File: src/rtl/audio_dc_decimator.sv
// ---------------------------------------------------------------------------
// audio_dc_decimator
//
// Conditions the raw mixed audio stream before the I2S/HDMI encoder:
//   stage 0  box-filter decimation: 2^DECIM_LOG2 strobed samples are summed,
//            and the floor of their average is taken when a block completes
//   stage 1  single-pole DC blocker, y[n] = x[n] - x[n-1] + a*y[n-1],
//            a = 1 - 2^-DCB_SHIFT, kept in fixed point (y_fix = y * 2^DCB_SHIFT)
//   stage 2  DC-blocker output register
//   stage 3  volume shift, mute, saturate to AUDIO_BITS, sticky clip flag
//
// Optional build macro: AUDIO_SOFT_MUTE_EN
//   undefined -> mute forces the output sample to zero (hard mute)
//   defined   -> a 5-bit gain (0..16, /16) ramps one step per output sample
//                toward 0 while muted and toward 16 otherwise
//
// Ports
//   clk        system clock
//   reset      synchronous, active-high reset
//   sample_en  single-cycle input sample strobe
//   audio_in   signed input sample, qualified by sample_en
//   volume     attenuation as an arithmetic right shift, 0..7
//   mute       output silence request (filter state keeps running)
//   clip_clr   clears the sticky clip flag; a simultaneous set wins
//   audio_out  signed output sample, held between updates
//   out_valid  one-cycle pulse when audio_out updates
//   clip       sticky saturation flag
//
// DECIM_LOG2 is legal over 1..10. out_valid rises 3 edges after the edge that
// samples the final strobe of a block; the pipeline never stalls.
// ---------------------------------------------------------------------------
module audio_dc_decimator #(
  parameter int AUDIO_BITS = 16,
  parameter int DECIM_LOG2 = 6,
  parameter int DCB_SHIFT  = 10
) (
  input  logic                         clk,
  input  logic                         reset,
  input  logic                         sample_en,
  input  logic signed [AUDIO_BITS-1:0] audio_in,
  input  logic [2:0]                   volume,
  input  logic                         mute,
  input  logic                         clip_clr,
  output logic signed [AUDIO_BITS-1:0] audio_out,
  output logic                         out_valid,
  output logic                         clip
);

  localparam int ACC_W  = AUDIO_BITS + DECIM_LOG2;
  localparam int YF_W   = AUDIO_BITS + DCB_SHIFT + 2;
  localparam int Y_W    = YF_W - DCB_SHIFT;
  localparam int STAGES = 3;

`ifdef AUDIO_SOFT_MUTE_EN
  // room for the 6-bit signed gain product before the /16
  localparam int Z_W = Y_W + 6;
`else
  localparam int Z_W = Y_W;
`endif

  // vld_pipe[0]: x valid, [1]: y_fix updated, [2]: y_r valid, [3]: out_valid
  logic [STAGES:0] vld_pipe;

  // -------------------------------------------------------------------------
  // stage 0: decimation accumulator
  // -------------------------------------------------------------------------
  logic [DECIM_LOG2-1:0]        cnt;
  logic signed [ACC_W-1:0]      acc;
  logic signed [ACC_W-1:0]      in_ext;
  logic signed [ACC_W-1:0]      acc_sum;
  logic                         cnt_last;
  logic signed [AUDIO_BITS-1:0] x;

  assign in_ext   = {{DECIM_LOG2{audio_in[AUDIO_BITS-1]}}, audio_in};
  assign acc_sum  = acc + in_ext;
  assign cnt_last = &cnt;

  // The closing strobe's sample is folded in through acc_sum and the
  // accumulator restarts from zero on the same edge, so every strobe lands in
  // exactly one block. Dropping the low bits is an arithmetic (floor) shift.
  always_ff @(posedge clk) begin
    if (reset) begin
      acc <= '0;
      cnt <= '0;
      x   <= '0;
    end else if (sample_en) begin
      cnt <= cnt + DECIM_LOG2'(1);
      if (cnt_last) begin
        acc <= '0;
        x   <= acc_sum[ACC_W-1:DECIM_LOG2];
      end else begin
        acc <= acc_sum;
      end
    end
  end

  // -------------------------------------------------------------------------
  // valid shift register
  // -------------------------------------------------------------------------
  always_ff @(posedge clk) begin
    if (reset) vld_pipe <= '0;
    else       vld_pipe <= {vld_pipe[STAGES-1:0], sample_en & cnt_last};
  end

  assign out_valid = vld_pipe[STAGES];

  // -------------------------------------------------------------------------
  // stage 1: DC blocker
  // -------------------------------------------------------------------------
  logic signed [AUDIO_BITS-1:0] x_prev;
  logic signed [AUDIO_BITS:0]   dx;
  logic signed [YF_W-1:0]       dx_sh;
  logic signed [YF_W-1:0]       y_fix;
  logic signed [YF_W-1:0]       yf_leak;
  logic signed [YF_W-1:0]       y_fix_nxt;

  assign dx        = {x[AUDIO_BITS-1], x} - {x_prev[AUDIO_BITS-1], x_prev};
  assign dx_sh     = {{(YF_W-AUDIO_BITS-1){dx[AUDIO_BITS]}}, dx} << DCB_SHIFT;
  // a*y = y - y*2^-DCB_SHIFT, so the pole needs no multiplier
  assign yf_leak   = y_fix >>> DCB_SHIFT;
  assign y_fix_nxt = dx_sh + y_fix - yf_leak;

  always_ff @(posedge clk) begin
    if (reset) begin
      x_prev <= '0;
      y_fix  <= '0;
    end else if (vld_pipe[0]) begin
      x_prev <= x;
      y_fix  <= y_fix_nxt;
    end
  end

  // -------------------------------------------------------------------------
  // stage 2: integer part of the DC-blocker output
  // -------------------------------------------------------------------------
  logic signed [Y_W-1:0] y_r;

  always_ff @(posedge clk) begin
    if (reset)            y_r <= '0;
    else if (vld_pipe[1]) y_r <= y_fix[YF_W-1:DCB_SHIFT];
  end

  // -------------------------------------------------------------------------
  // stage 3: volume, mute, saturation
  // -------------------------------------------------------------------------
  logic signed [Y_W-1:0] z_sh;
  logic signed [Z_W-1:0] z;

  assign z_sh = y_r >>> volume;

`ifdef AUDIO_SOFT_MUTE_EN
  logic [4:0]            gain;
  logic signed [5:0]     gain_s;
  logic signed [Z_W-1:0] prod;

  assign gain_s = {1'b0, gain};
  assign prod   = Z_W'(z_sh) * Z_W'(gain_s);
  assign z      = prod >>> 4;

  // gain is used at its current value, then steps once per output sample
  always_ff @(posedge clk) begin
    if (reset) begin
      gain <= 5'd16;
    end else if (vld_pipe[STAGES-1]) begin
      if (mute) begin
        if (gain != 5'd0) gain <= gain - 5'd1;
      end else begin
        if (gain != 5'd16) gain <= gain + 5'd1;
      end
    end
  end
`else
  assign z = mute ? '0 : Z_W'(z_sh);
`endif

  // z fits in AUDIO_BITS when every bit from the output sign bit up agrees
  logic [Z_W-AUDIO_BITS:0]      z_top;
  logic                         sat;
  logic signed [AUDIO_BITS-1:0] z_sat;

  assign z_top = z[Z_W-1:AUDIO_BITS-1];
  assign sat   = ~((&z_top) | (~|z_top));
  assign z_sat = !sat        ? z[AUDIO_BITS-1:0] :
                 z[Z_W-1]    ? {1'b1, {(AUDIO_BITS-1){1'b0}}} :
                               {1'b0, {(AUDIO_BITS-1){1'b1}}};

  always_ff @(posedge clk) begin
    if (reset) begin
      audio_out <= '0;
      clip      <= 1'b0;
    end else begin
      if (vld_pipe[STAGES-1]) audio_out <= z_sat;
      if (vld_pipe[STAGES-1] && sat) clip <= 1'b1;
      else if (clip_clr)             clip <= 1'b0;
    end
  end

endmodule
File: config.mk
export PLATFORM = sky130hd
export DESIGN_NAME = audio_dc_decimator
export DESIGN_NICKNAME = d
export VERILOG_FILES = /design/src/rtl/audio_dc_decimator.sv
export SDC_FILE = /design/constraint.sdc
export NUM_CORES = 1
export LEC_CHECK = 0
export BUFFER_PORTS_ARGS = -buffer_cell sky130_fd_sc_hd__buf_2
export CAP_MARGIN = 20
export CORE_MARGIN = 8
export CORE_UTILIZATION = 30
export DETAILED_ROUTE_END_ITERATION = 8
export GPL_TIMING_DRIVEN = 0
export PLACE_DENSITY = 0.57
export REMOVE_ABC_BUFFERS = 1
export SYNTH_ARGS = -nofsm -noshare
export SYNTH_HDL_FRONTEND = slang
export SYNTH_SLANG_ARGS = --single-unit
File: constraint.sdc
create_clock -name clk -period 10.9 [get_ports clk]
set_input_delay 1.635 -clock clk [delete_from_list [all_inputs] [get_ports clk]]
set_output_delay 1.635 -clock clk [all_outputs]
set_load 0.02 [all_outputs]
Word-level counts from Yosys, hierarchy flattened
Cells that the tools add are included.

Add/subtract/negate cells: 5. Shift-type cells: 1. Multiplexer cells: 6. Bitwise gates (word level): 3. Reduce and logical (&&, ||, !) cells: 7.

Operators with widths (count): $mux W16 (2); $add A27 B28 Y28 (1); $sub A28 B18 Y28 (1); $add A22 B16 Y22 (1); $mux W22 (1); $mux W18 (1); $sshr A18 B3 Y18 (1); $sub A16 B16 Y17 (1); $reduce_and A7 Y1 (1); $add A6 B1 Y6 const B (1); $reduce_and A6 Y1 (1); $reduce_and A3 Y1 (1); $reduce_or A3 Y1 (1); $mux W1 (2); $reduce_bool A2 Y1 (1); $and A1 B1 Y1 (1); $logic_and A1 B1 Y1 (1); $logic_not A1 Y1 (1); $not A1 Y1 (1); $or A1 B1 Y1 (1).

Register bits: 127. Output and inout bits: 18. Logic and storage cells: 31.

Logic depth before layout (Yosys ltp)
Gate-level depths: netlist of the first run.

Depth in word-level cells: 8. Mapped depth: 24.

Worst setup path after synthesis of the first run
No wires, ideal clock.

Path kind: flip-flop to flip-flop. From: register x[0]. To: register y_fix[27]. Arrival: 4.128 ns. Slack: 6.651 ns. Stages on the path, launching flop included: 25. Buffers on the path: 1. Clock period less this slack: 4.249 ns. Cells stage by stage: dfxtp_1 -> inv_1 -> ha_1 -> fa_1 -> nor2b_1 -> o21ai_1 -> a21boi_0 -> o21ai_1 -> a21boi_1 -> o2111ai_1 -> nand4_1 -> o311ai_0 -> xnor2_1 -> fa_1 -> ha_1 -> clkbuf_1 -> a21oi_1 -> nor2b_1 -> o21ai_0 -> nand2b_1 -> a21oi_1 -> nand2_1 -> o21ai_0 -> o221ai_1 -> mux2_2.

Cells in the longest elaborated chain, start to end: 3.

RTL lines: start: declaration (RTL line 72) `logic signed [AUDIO_BITS-1:0] x;`; start signal: assignment (RTL line 90) `x <= acc_sum[ACC_W-1:DECIM_LOG2];`; $sub A16 B16 Y17 (RTL line 117) `assign dx = {x[AUDIO_BITS-1], x} - {x_prev[AUDIO_BITS-1], x_prev};`; $add A27 B28 Y28 (RTL line 121) `assign y_fix_nxt = dx_sh + y_fix - yf_leak;`; $sub A28 B18 Y28 (RTL line 121); end signal: assignment (RTL line 129) `y_fix <= y_fix_nxt;`; end: declaration (RTL line 113) `logic signed [YF_W-1:0] y_fix;`.

No other way between the ends. A chain may end at the register's enable or synchronous reset.

Worst setup path after layout of the first run
Ends and elaborated chain as after synthesis.

==> flow_summary_export.csv, run 1 <==
group,metric,value,unit
clocking,clock_tree.htree_level_count,4,
place,final_hpwl_dp,14500,um
clocking,worst_setup_hold_path_clk_slew,0.06,ns
hold_path,hold_path_class,"reg2reg",
routing,drt-pass1-iter-count,4,
die,pin_count,42,
routing,ant_nets,0,
layout,final_cell_mix,"sky130_fd_sc_hd__nor2_1 (141), sky130_fd_sc_hd__dfxtp_1 (126), sky130_fd_sc_hd__a21oi_1 (93)",
sta,post-route-min-period,4.65,ns
logic_synthesis,ys_ff_latch,127,
sta,report.final.setup_viol,0,
logic_synthesis,synth_sequential_area_ratio,28.6,%
layout,antennaDiodeCount,0,
pwr,power_density,124,nW/um^2
setup_path,start_kind,"flip-flop",
setup_path,setup.worst_path.class,"reg2reg",
run_status,run_status,"finished, final reports clean",
layout,final_cell_count_no_fill,1483,
die,starting_utilization_of_the_core_area,30.2,%
logic_synthesis,synth_top_cell_by_area,"sky130_fd_sc_hd__dfxtp_1",
pwr,ir_worst_vdd,0.0815,mV
global_routing,grt_first_pass_wirelength,33300,um
routing,via_count,7163,
logic_synthesis,post_synthesis_cell_area,8880,sq um
layout,layout.core_utilization,34.2,%
logic_synthesis,synth.top_cell.area_share,28.6,%
routing,detail_route.iter0.violations,250,
die,num_rows,63,
clocking,postCtsSetupBuffers,0,
clocking,max-clock-path-buffers,2,
routing,via_per_inst,4.83,
sta,hold_viol_final,0,
place,portBuffers,41,
global_routing,grt_antenna_before_repair,0,
logic_synthesis,ys_dominant_reg_cell,"sky130_fd_sc_hd__dfxtp_1",
setup_path,critical_path.max_fanout,7,
sta,fin_setup_tns,0,ns
setup_path,crit_path_end_kind,"flip-flop",
sta,timing.max_slew.rel_slack,29.2,%
setup_path,cp_data_arrival_time,4.96,ns
global_routing,grt_start_max_net_pins,67,
logic_synthesis,syn_area_per_cell,8.37,sq um
setup_path,cp.required,11.21,ns
clocking,clock_tree.root_cell,"sky130_fd_sc_hd__clkbuf_16",
place,dpl.cell_count,1451,
routing,avgRoutedWirePerCell,13.2,um
global_routing,global_route.overflow_total,0,
clocking,count_of_instances_resized_after_the_clock_tree_is_built,0,
sta,max_clock_freq,215,MHz
logic_synthesis,syn-instance-count,1061,
sta,drv_slew,0,
logic_synthesis,synth-edff-count,0,
routing,route.detailed.drc,0,
clocking,clock-sinks,127,
global_routing,global_route.usage.total,11.2,%
logic_synthesis,post_synth_main_area_contributors,"sky130_fd_sc_hd__dfxtp_1 (29%), sky130_fd_sc_hd__ha_1 (11%), sky130_fd_sc_hd__mux2i_1 (6.8%)",
sta,grt_setup_unrepaired,"false",
layout,finish.net_count,1199,
layout,drive_above_1_share,10.7,%
place,gp_routability_congestion,0.861,
die,fp.dieArea,35400,sq um
die,die_h,188,um
die,die-width,188,um
clocking,tritoncts.num_buffers,17,
global_routing,grt_pass1_vias,6887,
pwr,total_leakage_power,0.00400,uW
job,max_cap_violations,0,
logic_synthesis,synthDistinctLibCells,74,
layout,layout_commonest_cell,"sky130_fd_sc_hd__nor2_1",
sta,fin_worst_skew,0.0107,ns
die,coreArea,29400,sq um
clocking,postCtsHoldBufs,0,
routing,totalWireLength,19600,um
sta,period_share,42.7,%
layout,area_growth,13.1,%
logic_synthesis,synth_async_sr_flop_share,0,%
logic_synthesis,synth.yosys.warnings,0,
sta,worst-slew-pin-transition,1.06,ns
clocking,clock_insertion_delay_worst_skew,0.42,ns
clocking,tritoncts,"done",
through the flow:
stage          power, uW  hold WS, ns  setup slack, ns  cell area (sq um)
6_report            1240        0.467             6.25              10000
5_1_grt             1300        0.496             5.79              10000
4_1_cts             1260        0.466             6.21              10000
3_5_place_dp         669        0.455             6.23               9450
3_3_place_gp         666        0.437             5.57               9380
2_1_floorplan        621        0.429             6.71               8690
registers in the layout (all words and copies together) (netlist names):
register   cells
y_fix         28
acc           22
y_r           18
audio_out     16
x             16
x_prev        16
cnt            6
vld_pipe       4
clip           1
path summary, 6_finish.rpt:
kind	slack, ns	to	startpoint	cells after the start
worst max-delay path	6.25	y_fix[27]$_SDFFE_PP0P_	x[0]$_SDFFE_PP0P_	22
worst min-delay path	0.47	audio_out[15]$_SDFFE_PP0P_	audio_out[15]$_SDFFE_PP0P_	2
worst min register to register	0.47	audio_out[15]$_SDFFE_PP0P_	audio_out[15]$_SDFFE_PP0P_	2
worst max register to register	6.25	y_fix[27]$_SDFFE_PP0P_	x[0]$_SDFFE_PP0P_	22
kinds of logic (layout without fill, tap and decap cells):
group | Yosys count | in the layout | share of synthesized area, %
buf+inv | 114 | 146 | 5.11
xor+xnor | 54 | 54 | 5.48
mux | 79 | 79 | 9.93
fa+ha+maj | 95 | 95 | 15.1
simple gates | 348 | 348 | 18.1
compound gates | 244 | 244 | 17.7
flops | 127 | 127 | 28.6
final cells by class:
type	instances	area, sq um
Timing Repair Buffer	44	263
Clock buffer	22	464
Clock inverter	10	135
Fill cell	3083	19400
Sequential cell	127	2540
Tap cell	390	488
Multi-Input combinational cell	820	5890
Inverter	70	263
critical path, cell delays in order, from the launching register on:
cell,delay [ns]
sky130_fd_sc_hd__dfxtp_1,0.34
sky130_fd_sc_hd__inv_1,0.05
sky130_fd_sc_hd__ha_1,0.22
sky130_fd_sc_hd__fa_1,0.40
sky130_fd_sc_hd__nor2b_1,0.12
sky130_fd_sc_hd__o21ai_1,0.08
sky130_fd_sc_hd__a21boi_0,0.25
sky130_fd_sc_hd__o21ai_1,0.11
sky130_fd_sc_hd__a21boi_1,0.24
sky130_fd_sc_hd__o2111ai_1,0.17
sky130_fd_sc_hd__nand3_1,0.15
sky130_fd_sc_hd__o41a_1,0.20
sky130_fd_sc_hd__xor2_1,0.22
sky130_fd_sc_hd__fa_1,0.46
sky130_fd_sc_hd__ha_1,0.39
sky130_fd_sc_hd__nor2b_1,0.16
sky130_fd_sc_hd__o21ai_0,0.15
sky130_fd_sc_hd__nand2b_1,0.10
sky130_fd_sc_hd__a21oi_1,0.15
sky130_fd_sc_hd__nand2_1,0.06
sky130_fd_sc_hd__o21ai_0,0.09
sky130_fd_sc_hd__o221ai_1,0.14
sky130_fd_sc_hd__mux2_2,0.29
metal layers:
| layer | vias up | track usage [%] | routed length (um) |
|---|---|---|---|
| li1 | 3770 | - | - |
| met2 | 89 | 17.9 | 8670 |
| met1 | 3286 | 14.8 | 10100 |
| met3 | 18 | 2.17 | 612 |
| met4 | 0 | 4.06 | 245 |
| met5 | - | 0 | 0 |
synthesized netlist by cell type (all sizes together), types with 19 or more instances:
| library cell | number |
|---|---|
| a21o | 21 |
| a21oi | 96 |
| clkbuf | 34 |
| dfxtp | 127 |
| fa | 20 |
| ha | 75 |
| inv | 69 |
| mux2i | 60 |
| nand2 | 81 |
| nand3 | 19 |
| nor2 | 142 |
| nor3 | 31 |
| o21ai | 45 |
| xnor2 | 44 |
report_power, final:
part	internal (uW)	switching, uW	total, uW
logic	72.8	102	175
clock network	371	212	583
registers	477	7.09	484
total	921	321	1240
No activity file was read; power rests on OpenSTA's default activity.
==> run 2: changes to the inputs <==
Clock period 10.9 ns to 4.3 ns, I/O delays scaled along.
==> run 2 against run 1 <==
Via count is 1.3% higher. Non-clock buffer count up 14. Routed wire length grew 2.2%. Critical path type unchanged. Highest routed layer unchanged.
==> flow_summary_export.csv, run 2 (synthesis gave the netlist of run 1 again) <==
group,metric,value,unit
setup_path,setup.worst_path.class,"reg2reg",
setup_path,worstPathCellList,"inv_1 -> ha_4 -> nor2b_1 -> o21ai_1 -> a21boi_1 -> o21ai_2 -> a21boi_2 -> o2111ai_2 -> nand3_2 -> o41a_1 -> xor2_2 -> fa_1 -> ha_4 -> nor2b_1 -> o21ai_1 -> nand2b_1 -> a21oi_2 -> nand2_1 -> o21ai_2 -> o221ai_2 -> mux2_4",
layout,drive_above_1_share,16.4,%
sta,worst-slew-pin-transition,1.06,ns
die,pin_count,42,
routing,avgRoutedWirePerCell,13.4,um
clocking,clock_tree.htree_level_count,4,
setup_path,crit_path_end_kind,"flip-flop",
setup_path,cp_data_arrival_time,4.48,ns
global_routing,grt_antenna_before_repair,0,
die,die-width,188,um
place,placed_area,9450,sq um
layout,largest_register_ff_count,28,
layout,layout.core_utilization,35.7,%
sta,timing.max_slew.rel_slack,29.2,%
clocking,clock_insertion_delay_worst_skew,0.42,ns
place,gp_routability_congestion,0.861,
clocking,max-clock-path-buffers,2,
global_routing,grt_pass1_vias,6916,
global_routing,grt_start_max_net_pins,67,
pwr,power_density,301,nW/um^2
hold_path,hold_path_class,"reg2reg",
pwr,ir_worst_vdd,0.206,mV
routing,via_count,7257,
routing,ant_nets,0,
layout,antennaDiodeCount,0,
clocking,worst_setup_hold_path_clk_slew,0.06,ns
routing,totalWireLength,20000,um
setup_path,critical_path.max_fanout,3,
routing,detail_route.iter0.violations,279,
setup_path,start_kind,"flip-flop",
sta,max_clock_freq,240,MHz
run_status,run_status,"finished, final reports clean",
sta,fin_setup_tns,0,ns
routing,drt-pass1-iter-count,4,
routing,route.detailed.drc,0,
clocking,tritoncts.num_buffers,17,
clocking,clock-sinks,127,
die,fp.dieArea,35400,sq um
setup_path,stage_delay_of_the_slowest_cell_on_the_critical_path,0.53,ns
place,final_hpwl_dp,14500,um
pwr,post-layout-total-power,3150,uW
sta,drv_slew,0,
clocking,clock_tree.root_cell,"sky130_fd_sc_hd__clkbuf_16",
die,die_h,188,um
global_routing,global_route.overflow_total,0,
sta,period_share,97.0,%
sta,hold_viol_final,0,
sta,finalHoldWorstSlack,0.467,ns
sta,post-route-min-period,4.17,ns
clocking,tritoncts,"done",
setup_path,crit_buf_inv,1,
place,portBuffers,41,
setup_path,cp.required,4.61,ns
die,num_rows,63,
layout,fillers,3027,
layout,layout_commonest_cell,"sky130_fd_sc_hd__nor2_1",
layout,area_growth,18.1,%
sta,fin_worst_skew,0.00983,ns
global_routing,global_route.usage.total,11.3,%
routing,via_per_inst,4.85,
job,max_cap_violations,0,
layout,post-route-cell-area,10500,sq um
layout,final_cell_mix,"sky130_fd_sc_hd__nor2_1 (141), sky130_fd_sc_hd__dfxtp_1 (121), sky130_fd_sc_hd__a21oi_1 (87)",
sta,grt_setup_unrepaired,"true",
layout,finish.net_count,1213,
pwr,total_leakage_power,0.00414,uW
layout,reg_top3,"y_fix x28, acc x22, y_r x18",
layout,max_flop_register,"y_fix",
die,starting_utilization_of_the_core_area,30.2,%
die,coreArea,29400,sq um
setup_path,cell_family_with_most_cp_delay,"compound AO/OA/AOI/OAI gates",
global_routing,grt_first_pass_wirelength,33500,um
setup_path,cell_with_the_largest_stage_delay_on_the_worst_path,"sky130_fd_sc_hd__fa_1",
sta,report.final.setup_viol,0,
[run 2: changes by cell type in the layout (fill, tap and decap cells not counted), sizes merged]
cell	delta
buf	+14
[run 2: worst reg2reg max path: cells and delay by family, from the launching register on]
| kind | cells | cell delay, ns |
|---|---|---|
| xor gates and xnor gates | 1 | 0.18 |
| DFF | 1 | 0.32 |
| AOI/OAI and AO/OA | 10 | 1.68 |
| and+or+nand+nor | 5 | 0.57 |
| buffers and inverters | 1 | 0.07 |
| adders and majority gates | 3 | 0.97 |
| muxes | 1 | 0.31 |
[run 2: metrics by stage]
step	setup slack (ns)	std cells
6_report	0.128	1497
3_3_place_gp	-0.348	1448
5_1_grt	-0.0973	1497
2_1_floorplan	0.115	1017
3_5_place_dp	-0.367	1451
4_1_cts	0.000855	1488
[run 2: timing repair]
| action | 4_1_cts | 5_1_grt |
|---|---|---|
| hold buffers | 0 | 0 |
| gates resized for setup | 29 | 47 |
| pin swaps | 18 | 43 |
| endpoints found under the setup margin | 6 | 7 |
| setup buffers | 5 | 9 |
[run 2: final timing paths]
| kind | start | endpoint | slack, ns | cells past startpoint |
|---|---|---|---|---|
| max | x_prev[2]$_SDFFE_PP0P_ | y_fix[27]$_SDFFE_PP0P_ | 0.13 | 21 |
| min | audio_out[15]$_SDFFE_PP0P_ | audio_out[15]$_SDFFE_PP0P_ | 0.47 | 2 |
| max reg2reg | x_prev[2]$_SDFFE_PP0P_ | y_fix[27]$_SDFFE_PP0P_ | 0.13 | 21 |
| min reg2reg | audio_out[15]$_SDFFE_PP0P_ | audio_out[15]$_SDFFE_PP0P_ | 0.47 | 2 |
[run 2: area by class of cell]
type                            count  area [sq um]  share of cell area, %
Inverter                           70           263                   2.51
Multi-Input combinational cell    820          6220                   59.3
Timing Repair Buffer               58           368                   3.51
Tap cell                          390           488                   4.65
Clock buffer                       22           464                   4.43
Clock inverter                     10           135                   1.29
Sequential cell                   127          2550                   24.3
[run 2: metal layers]
layer,wire (um),up-vias,GRT usage [%]
li1,-,3793,-
met1,10100,3338,14.8
met2,8970,107,18.1
met3,760,19,2.15
met4,218,0,4.03
met5,0,-,0
[run 2: power by group]
group	internal, uW	total [uW]	switching, uW
clock network	941	1480	541
registers	1210	1230	18.1
logic	184	444	260
total	2340	3150	819
